==> config.mk <==
export PLATFORM = sky130hd
export DESIGN_NAME = ifft_stream_ctrl
export DESIGN_NICKNAME = d
export VERILOG_FILES = /design/src/rtl/ifft_stream_ctrl.sv
export SDC_FILE = /design/constraint.sdc
export NUM_CORES = 1
export LEC_CHECK = 0
export ABC_AREA = 0
export BUFFER_PORTS_ARGS = -buffer_cell sky130_fd_sc_hd__buf_2
export CAP_MARGIN = 20
export CORE_UTILIZATION = 55
export CTS_CLUSTER_SIZE = 10
export DETAILED_ROUTE_END_ITERATION = 7
export GPL_TIMING_DRIVEN = 0
export PLACE_DENSITY = 0.9
export SLEW_MARGIN = 0
export SYNTH_ARGS = -nofsm -noshare
export SYNTH_HDL_FRONTEND = slang
export SYNTH_SLANG_ARGS = --single-unit
export TNS_END_PERCENT = 5
==> constraint.sdc <==
create_clock -name clk -period 3.09 [get_ports clk]
set_clock_uncertainty 0.1 [all_clocks]
set_input_delay 0 -clock clk [delete_from_list [all_inputs] [get_ports clk]]
set_output_delay 0 -clock clk [all_outputs]
set_load 0.02 [all_outputs]
==> src/rtl/ifft_stream_ctrl.sv <==
// ifft_stream_ctrl
// Pulls one Hermitian-symmetric burst (SYMBOL_NUM symbols of FFT_POINT points)
// out of the Hermitian buffer and streams it to the IFFT core over AXI4-Stream.
// The buffer answers a read one cycle after read_ptr, so a small two-entry skid
// FIFO decouples that latency from IFFT back-pressure. Reads are only issued
// when the FIFO is guaranteed to have room for the returning word, which keeps
// at most two words outstanding between read_ptr and the output handshake.
// Each 8-bit I/Q sample is sign-extended to a 16-bit real/imag lane.
// When the final beat has been accepted, tx_done pulses once to re-arm the
// buffer, and the block waits for buff_full to fall before it can re-arm.

module ifft_stream_ctrl #(
    parameter int FFT_POINT  = 64,
    parameter int SYMBOL_NUM = 8,
    parameter int PTR_W      = 10
) (
    input  logic                          clk,
    input  logic                          rst_n,
    input  logic                          buff_full,
    output logic [PTR_W-1:0]              read_ptr,
    input  logic [15:0]                   dout,
    output logic                          tx_done,
    output logic [31:0]                   m_axis_tdata,
    output logic                          m_axis_tvalid,
    input  logic                          m_axis_tready,
    output logic                          m_axis_tlast,
    output logic                          busy,
    output logic [$clog2(SYMBOL_NUM)-1:0] sym_idx
);

    localparam int TOTAL = FFT_POINT * SYMBOL_NUM;
    localparam int CNT_W = $clog2(TOTAL + 1);
    localparam int PT_W  = $clog2(FFT_POINT);
    localparam int SYM_W = $clog2(SYMBOL_NUM);

    localparam logic [CNT_W-1:0] TOTAL_C   = CNT_W'(TOTAL);
    localparam logic [CNT_W-1:0] LAST_BEAT = CNT_W'(TOTAL - 1);
    localparam logic [PT_W-1:0]  PT_LAST   = PT_W'(FFT_POINT - 1);
    localparam logic [SYM_W-1:0] SYM_LAST  = SYM_W'(SYMBOL_NUM - 1);

    typedef enum logic [1:0] {
        IDLE     = 2'd0,
        STREAM   = 2'd1,
        DONE     = 2'd2,
        WAIT_CLR = 2'd3
    } state_t;

    state_t state;
    state_t state_nxt;

    // Read side: next address to issue, its position inside the symbol, and
    // whether a read issued last cycle is returning on dout this cycle.
    logic [CNT_W-1:0] rd_cnt;
    logic [PT_W-1:0]  rd_pt;
    logic             inflight;
    logic             inflight_last;

    // Skid FIFO storage and bookkeeping.
    logic [31:0]      fifo_data [2];
    logic             fifo_last [2];
    logic             wr_sel;
    logic             rd_sel;
    logic [1:0]       fifo_count;

    // Output side beat counter used to recognise the final beat.
    logic [CNT_W-1:0] out_cnt;

    logic             in_stream;
    logic             pop;
    logic             push;
    logic             issue;
    logic             last_pop;
    logic [2:0]       occupancy;
    logic [31:0]      push_word;

    assign in_stream     = (state == STREAM);
    assign m_axis_tvalid = (fifo_count != 2'd0);
    assign m_axis_tdata  = fifo_data[rd_sel];
    assign m_axis_tlast  = fifo_last[rd_sel];

    // Imag lane in the upper half, real lane in the lower half, both sign-extended.
    assign push_word = {{8{dout[7]}}, dout[7:0], {8{dout[15]}}, dout[15:8]};

    // State register.
    always_ff @(posedge clk or negedge rst_n) begin
        if (!rst_n) begin
            state <= IDLE;
        end else begin
            state <= state_nxt;
        end
    end

    // Next-state decode plus the state-derived busy and tx_done flags.
    always_comb begin
        state_nxt = state;
        busy      = 1'b0;
        tx_done   = 1'b0;
        case (state)
            IDLE: begin
                if (buff_full) begin
                    state_nxt = STREAM;
                end
            end
            STREAM: begin
                busy = 1'b1;
                if (last_pop) begin
                    state_nxt = DONE;
                end
            end
            DONE: begin
                busy      = 1'b1;
                tx_done   = 1'b1;
                state_nxt = WAIT_CLR;
            end
            WAIT_CLR: begin
                busy = 1'b1;
                if (!buff_full) begin
                    state_nxt = IDLE;
                end
            end
            default: begin
                state_nxt = IDLE;
            end
        endcase
    end

    // Handshake, push and read-issue decisions; a read is only issued when the
    // FIFO will still have room once that word returns next cycle.
    always_comb begin
        pop       = m_axis_tvalid & m_axis_tready;
        last_pop  = in_stream && pop && (out_cnt == LAST_BEAT);
        push      = in_stream && inflight;
        occupancy = {1'b0, fifo_count} + {2'b00, inflight};
        issue     = in_stream && (rd_cnt < TOTAL_C)
                    && (occupancy <= ({2'b00, pop} + 3'd1));
    end

    // Read address generation; read_ptr always presents the address being issued.
    always_ff @(posedge clk or negedge rst_n) begin
        if (!rst_n) begin
            rd_cnt        <= '0;
            rd_pt         <= '0;
            read_ptr      <= '0;
            inflight      <= 1'b0;
            inflight_last <= 1'b0;
        end else if (!in_stream) begin
            rd_cnt        <= '0;
            rd_pt         <= '0;
            read_ptr      <= '0;
            inflight      <= 1'b0;
            inflight_last <= 1'b0;
        end else begin
            inflight <= issue;
            if (issue) begin
                rd_cnt        <= rd_cnt + 1'b1;
                read_ptr      <= PTR_W'(rd_cnt + 1'b1);
                inflight_last <= (rd_pt == PT_LAST);
                if (rd_pt == PT_LAST) begin
                    rd_pt <= '0;
                end else begin
                    rd_pt <= rd_pt + 1'b1;
                end
            end
        end
    end

    // Two-entry skid FIFO; the head stays put while the consumer stalls.
    always_ff @(posedge clk or negedge rst_n) begin
        if (!rst_n) begin
            for (int i = 0; i < 2; i++) begin
                fifo_data[i] <= '0;
                fifo_last[i] <= 1'b0;
            end
            wr_sel     <= 1'b0;
            rd_sel     <= 1'b0;
            fifo_count <= 2'd0;
        end else if (!in_stream) begin
            wr_sel     <= 1'b0;
            rd_sel     <= 1'b0;
            fifo_count <= 2'd0;
        end else begin
            if (push) begin
                fifo_data[wr_sel] <= push_word;
                fifo_last[wr_sel] <= inflight_last;
                wr_sel            <= ~wr_sel;
            end
            if (pop) begin
                rd_sel <= ~rd_sel;
            end
            case ({push, pop})
                2'b10:   fifo_count <= fifo_count + 2'd1;
                2'b01:   fifo_count <= fifo_count - 2'd1;
                default: fifo_count <= fifo_count;
            endcase
        end
    end

    // Output beat and symbol counters, advanced on accepted beats only.
    always_ff @(posedge clk or negedge rst_n) begin
        if (!rst_n) begin
            out_cnt <= '0;
            sym_idx <= '0;
        end else if (!in_stream) begin
            out_cnt <= '0;
            sym_idx <= '0;
        end else if (pop) begin
            out_cnt <= out_cnt + 1'b1;
            if (m_axis_tlast) begin
                if (sym_idx == SYM_LAST) begin
                    sym_idx <= '0;
                end else begin
                    sym_idx <= sym_idx + 1'b1;
                end
            end
        end
    end

endmodule

After elaboration in Yosys (flattened, before gate mapping). Index checks and enable logic that the tools add are counted.

$add $sub $neg: 8. Magnitude comparators: 5. Equal/unequal tests: 16. Muxes and demuxes: 38. Bitwise logic cells: 5. Reductions and logical operators: 12.

Operators with widths (number): $mux W32 (4); $bwmux W64 (1); $mux W10 (4); $demux W32 S1 (1); $add A10 B1 Y10 const B (2); $mux W6 (3); $mux W1 (13); $mux W3 (4); $eq A10 B9 Y1 const B (1); $lt A10 B10 Y1 const B (1); $mux W2 (4); $ne A2 B1 Y1 const B (4); $pmux W2 S4 (1); $add A6 B1 Y6 const B (1); $eq A2 B2 Y1 const B (3); $eq A6 B6 Y1 const B (1); $logic_and A1 B1 Y1 (6); $ne A2 B2 Y1 const B (3); $eq A2 B1 Y1 const B (2); $ge A2 B2 Y1 const B (2); $not A1 Y2 (2); $pmux W2 S2 (1); $reduce_and A2 Y1 (2); $add A2 B1 Y3 (1); other kinds (16) (17).

Register bits after elaboration: 103. Input port bits: 20. Output and inout port bits: 49. Word-level logic and storage cells: 98.

Longest topological paths before layout.
Depth after elaboration: 7. Depth in mapped cells: 9. Gate-level depth less buffers: 7.

Least setup slack after synthesis. Ideal clock, no wire load.

Kind: reg2reg. Start point: register fifo_count[0]. End point: register rd_pt[3]. Library setup time: 122 ps. Arrival time: 2281 ps. Required time: 2868 ps. Setup slack: 588 ps. Stages on the path, launching flop included: 7. Path buffers: 0. Clock period less this slack: 2502 ps. Path through: dfrtp_1 o21a_4 fa_1 or3b_1 a21oi_1 o21ai_0 a32o_1.

Cells in the longest elaborated chain, start to end: 6. Elaborated cells on any way between the ends: 7. Those cells by class: add/sub (2); order compare (1); eq/ne (1); bitwise (1); reduce/logical (2).

RTL lines: from (decl) (line 63) `logic [1:0] fifo_count;`; from (signal assigned) (line 191) `2'b10: fifo_count <= fifo_count + 2'd1;`; from (signal assigned) (line 192) `2'b01: fifo_count <= fifo_count - 2'd1;`; from (signal assigned) (line 193) `default: fifo_count <= fifo_count;`; $reduce_bool A2 Y1 (line 77) `assign m_axis_tvalid = (fifo_count != 2'd0);`; $and A1 B1 Y1 (line 130) `pop = m_axis_tvalid & m_axis_tready;`; $add A1 B1 Y2 (line 135) `&& (occupancy <= ({2'b00, pop} + 3'd1));`; $le A3 B2 Y1 (*) (line 135); $logic_and A1 B1 Y1 (*) (line 135); $ne A2 B1 Y1 (no source line) (*); to (signal assigned) (line 161) `rd_pt <= rd_pt + 1'b1;`; to (decl) (line 54) `logic [PT_W-1:0] rd_pt;`.

Every way passes the cells marked *; elsewhere a longest branch is shown, timed or not. A chain may end at the register's enable or synchronous reset.

Worst setup path after layout.
Start point: register fifo_count[0]. End point: register rd_cnt[7].

Cells in the longest elaborated chain, start to end: 6. Elaborated cells on any way between the ends: 7. Those cells by class: add/sub (2); order compare (1); eq/ne (1); bitwise (1); reduce/logical (2).

RTL lines: $reduce_bool A2 Y1 (line 77); $and A1 B1 Y1 (line 130); $add A1 B1 Y2 (line 135); $le A3 B2 Y1 (*) (line 135); $logic_and A1 B1 Y1 (*) (line 135); $ne A2 B1 Y1 (no source line) (*); to (signal assigned) (line 155) `rd_cnt <= rd_cnt + 1'b1;`; to (decl) (line 53) `logic [CNT_W-1:0] rd_cnt;`.

Marked as above.

==> reports/results.tsv <==
stage	metric	value	unit
run_status	status	finished, final reports clean	
cts	H-tree Lvls	3	
logic_synthesis	Syn Inst Count	310	
pwr	Int Power	2.597	mW
place	Place WS	233.5	ps
logic_synthesis	cell taking the most area after synthesis	dfrtp_1	
logic_synthesis	Syn Nets	344	
cts	# clock sinks	71	
logic_synthesis	Ys Warns	0	
worst_setup_path	worst path cell trace	ha_1, inv_1, fa_1, or3b_1, a21o_1, buf_6, nor3_1, mux2i_1	
cts	setup bufs post-CTS	0	
worst_setup_path	critical path type	flop to flop	
cts	CTS Root Cell	clkbuf_8	
routing	Via density	5.586	
pwr	power per cell area	920.6	nW/um2
final_layout	register area	1777	um2
worst_setup_path	type of origin of the critical path	flop	
routing	WL per Instance	17.18	um
worst_setup_path	launch point of the worst path	fifo_count[0]	
timing	Tcrit/Tclk final	90.89	%
logic_synthesis	Post-Syn Area per Cell	11.80	um2
floorplan	Die Span Y	83.56	um
cts	CTS max path bufs	2	
final_layout	final non-filler cell total	490	
worst_setup_path	Critical Path AT	2970	ps
timing	setup TNS	0	ps
logic_synthesis	Synth top area share	48.56	%
cts	Worst-Skew Late Latency	350	ps
flow_run	max-capacitance violation count	0	
floorplan	core area	6386	um2
global_routing	global-route wire length before repair	14.28	mm
global_routing	number of global-route vias before repair	2912	
worst_setup_path	worst setup path end	rd_cnt[7]	
routing	DR top layer	met4	
final_layout	antenna cells	0	
timing	Slew @ Worst Pin	882.7	ps
pwr	clock share of power	21.8	%
logic_synthesis	post-synthesis async set-or-reset flop share	100.0	%
worst_setup_path	Critical Path RT	3260	ps
logic_synthesis	Synth Flop Type	dfrtp_1	
place	Placed Area	4098	um2
timing	relative slew slack	41.15	%
worst_setup_path	cell family with most CP delay	simple AND/OR/NAND/NOR gates	
pwr	switching share of power	37.83	%
timing	Fmax achieved	356.0	MHz
pwr	leakage	2.155	nW
routing	Initial DRT Pass Iterations	5	
pwr	Reg power frac	32.5	%
worst_setup_path	slowest cell delay on critical path	500	ps
cts	CTS tree	yes	
final_layout	area of the multi-input gates	1672	um2
final_layout	commonest non-fill, non-tap cells in the layout	buf_2 (71), dfrtp_1 (71), mux2_2 (52), nand2_1 (25), dlygate4sd3_1 (19)	
floorplan	site row count	29	
routing	met3 routed WL	344	um
timing	RSZ-0062 raised after global routing	no	
floorplan	Die X	83.56	um
worst_setup_path	Worst R2R Setup Slack	280	ps
routing	detailed-routed wire length on met2	4.429	mm
routing	DRC viols	0	
worst_setup_path	R2R depth	8	
logic_synthesis	Post-synth EDFFs	0	
timing	post-route minimum period	2809	ps
pwr	Sw Pwr	1.581	mW
pwr	logic gate share of total power	45.6	%
floorplan	I/O pins	69	
floorplan	Initial Util	57.29	%
final_layout	final core utilization	71.06	%
worst_setup_path	worst r2r dst	rd_cnt[7]	
logic_synthesis	synth unique cells	48	
logic_synthesis	Netlist Area Pre-Place	3659	um2
timing	final hold slack	232.5	ps
worst_setup_path	CP max FO	10	
place	DP HPWL	5.186	mm
pwr	Peak VDD IR	786.8	uV
final_layout	share of layout cells above drive strength 1	38.98	%
floorplan	Die ar.	6982	um2
pwr	post-route total power	4.178	mW
final_layout	number of nets in the layout	442	
final_layout	Final Cell Area	4538	um2
worst_setup_path	Buf/Inv on CP	2	
global_routing	largest net degree at the start of global routing	72	
timing	setup ws final	281.4	ps
timing	final hold viol count	0	
hold_path	worst min path class	primary input to async pin	
routing	DRT iter0 DRCs	139	
worst_setup_path	FF-to-FF Start	fifo_count[0]	
worst_setup_path	Setup crit end kind	flop	
routing	DR vias	2737	
cts	Inserted Clock Buffers	9	
logic_synthesis	register area share after synthesis	48.56	%
final_layout	fill cell count	427	
final_layout	Area Growth Syn to Fin	24.04	%
global_routing	Overflow after GRT	0	
place	Port Buf Inserts	68	
routing	Met1 Wirelength	3.503	mm
logic_synthesis	post-synthesis register bit count	71	
place	Placer Congestion	0.8126	
worst_setup_path	Crit path depth	8	
global_routing	Tot GR Track Use	26.17	%
logic_synthesis	Synth area leaders	dfrtp_1 (49%), mux2_2 (16%), ha_1 (4.4%), buf_4 (3.3%), nand2_1 (2.6%)	
routing	final wirelength	8.418	mm
routing	Antenna Nets Post-Route	0	
timing	fin. max-slew vios	0	
global_routing	initial antenna violation count	0	
timing	Final Setup Violations	0	
cts	CTS clk-pin slew, worst paths	90	ps
worst_setup_path	crit path max-delay cell type	dfrtp_1	
place	placed cells	455	
## layout make-up
class / count / share of cell area, %
Tap cell: 77 / 2.123
Clock inverter: 5 / 2.316
Timing Repair Buffer: 87 / 11.75
Multi-Input combinational cell: 202 / 36.83
Buffer: 29 / 3.998
Sequential cell: 71 / 39.15
Inverter: 8 / 0.7168
Clock buffer: 11 / 3.116
## state kept, by name, summed over array words and instances (netlist names)
| register | flops |
|---|---|
| out_cnt | 10 |
| sym_idx | 3 |
| inflight | 1 |
| rd_sel | 1 |
| fifo_data | 32 |
| inflight_last | 1 |
| rd_pt | 6 |
| fifo_last | 2 |
| state | 2 |
| rd_cnt | 10 |
| fifo_count | 2 |
| wr_sel | 1 |
## logic make-up after synthesis
kind of cell    share of synthesized area, %
compound gates                         7.250
simple gates                           12.31
flops                                  48.56
fa+ha+maj                              4.993
mux                                    17.92
xor+xnor                               3.112
buf+inv                                5.849
## how the worst min path moves through the flow
stage | start | end | cells past startpoint
2_1_floorplan | rst_n | fifo_count[0] | 0
3_3_place_gp | m_axis_tready | fifo_count[1] | 2
3_5_place_dp | rst_n | fifo_data[15] | 1
4_1_cts | rst_n | fifo_data[15] | 2
5_1_grt | rst_n | fifo_data[37] | 2
6_report | rst_n | fifo_data[37] | 2
## repair_timing
action | 4_1_cts | 5_1_grt
gates resized for setup | 0 | 1
endpoints found under the hold margin | 106 | 0
endpoints found under the setup margin | 0 | 1
hold buffers | 19 | 0
## synthesized netlist by cell type (2+ instances only)
library cell   n
nand4_1        4
nand2b_1       6
o31ai_1        7
xnor2_1        9
dfrtp_1       71
a21boi_1       2
a21boi_0       5
ha_1          13
inv_1          7
and3_1         3
o211ai_1       5
buf_4         16
nand2_1       25
or3_1          3
nand3b_1       3
a21oi_1        3
nand3_1        8
o21ai_0        3
nor2_1         2
and2_1        14
mux2i_1        7
buf_2          4
nor3_1         3
nor2b_1        3
xor2_1         4
mux2_2        52
clkbuf_1       7
## layer usage
metal	up-vias	GRT usage, %
met5	-	0
met4	0	8.783
met3	15	6.330
met2	79	45.90
met1	1369	31.49
li1	1274	-
## power groups by stage
stage                     logic, mW  clock network (mW)  registers, mW
final                          1.91               0.911           1.36
after floorplan                1.36                   0           1.32
after global routing           2.06               0.965           1.39
after detailed placement       1.83                   0           1.36
after CTS                      1.86               0.917           1.34
after global placement         1.76                   0           1.33
Power figures use the tool's default switching activity.
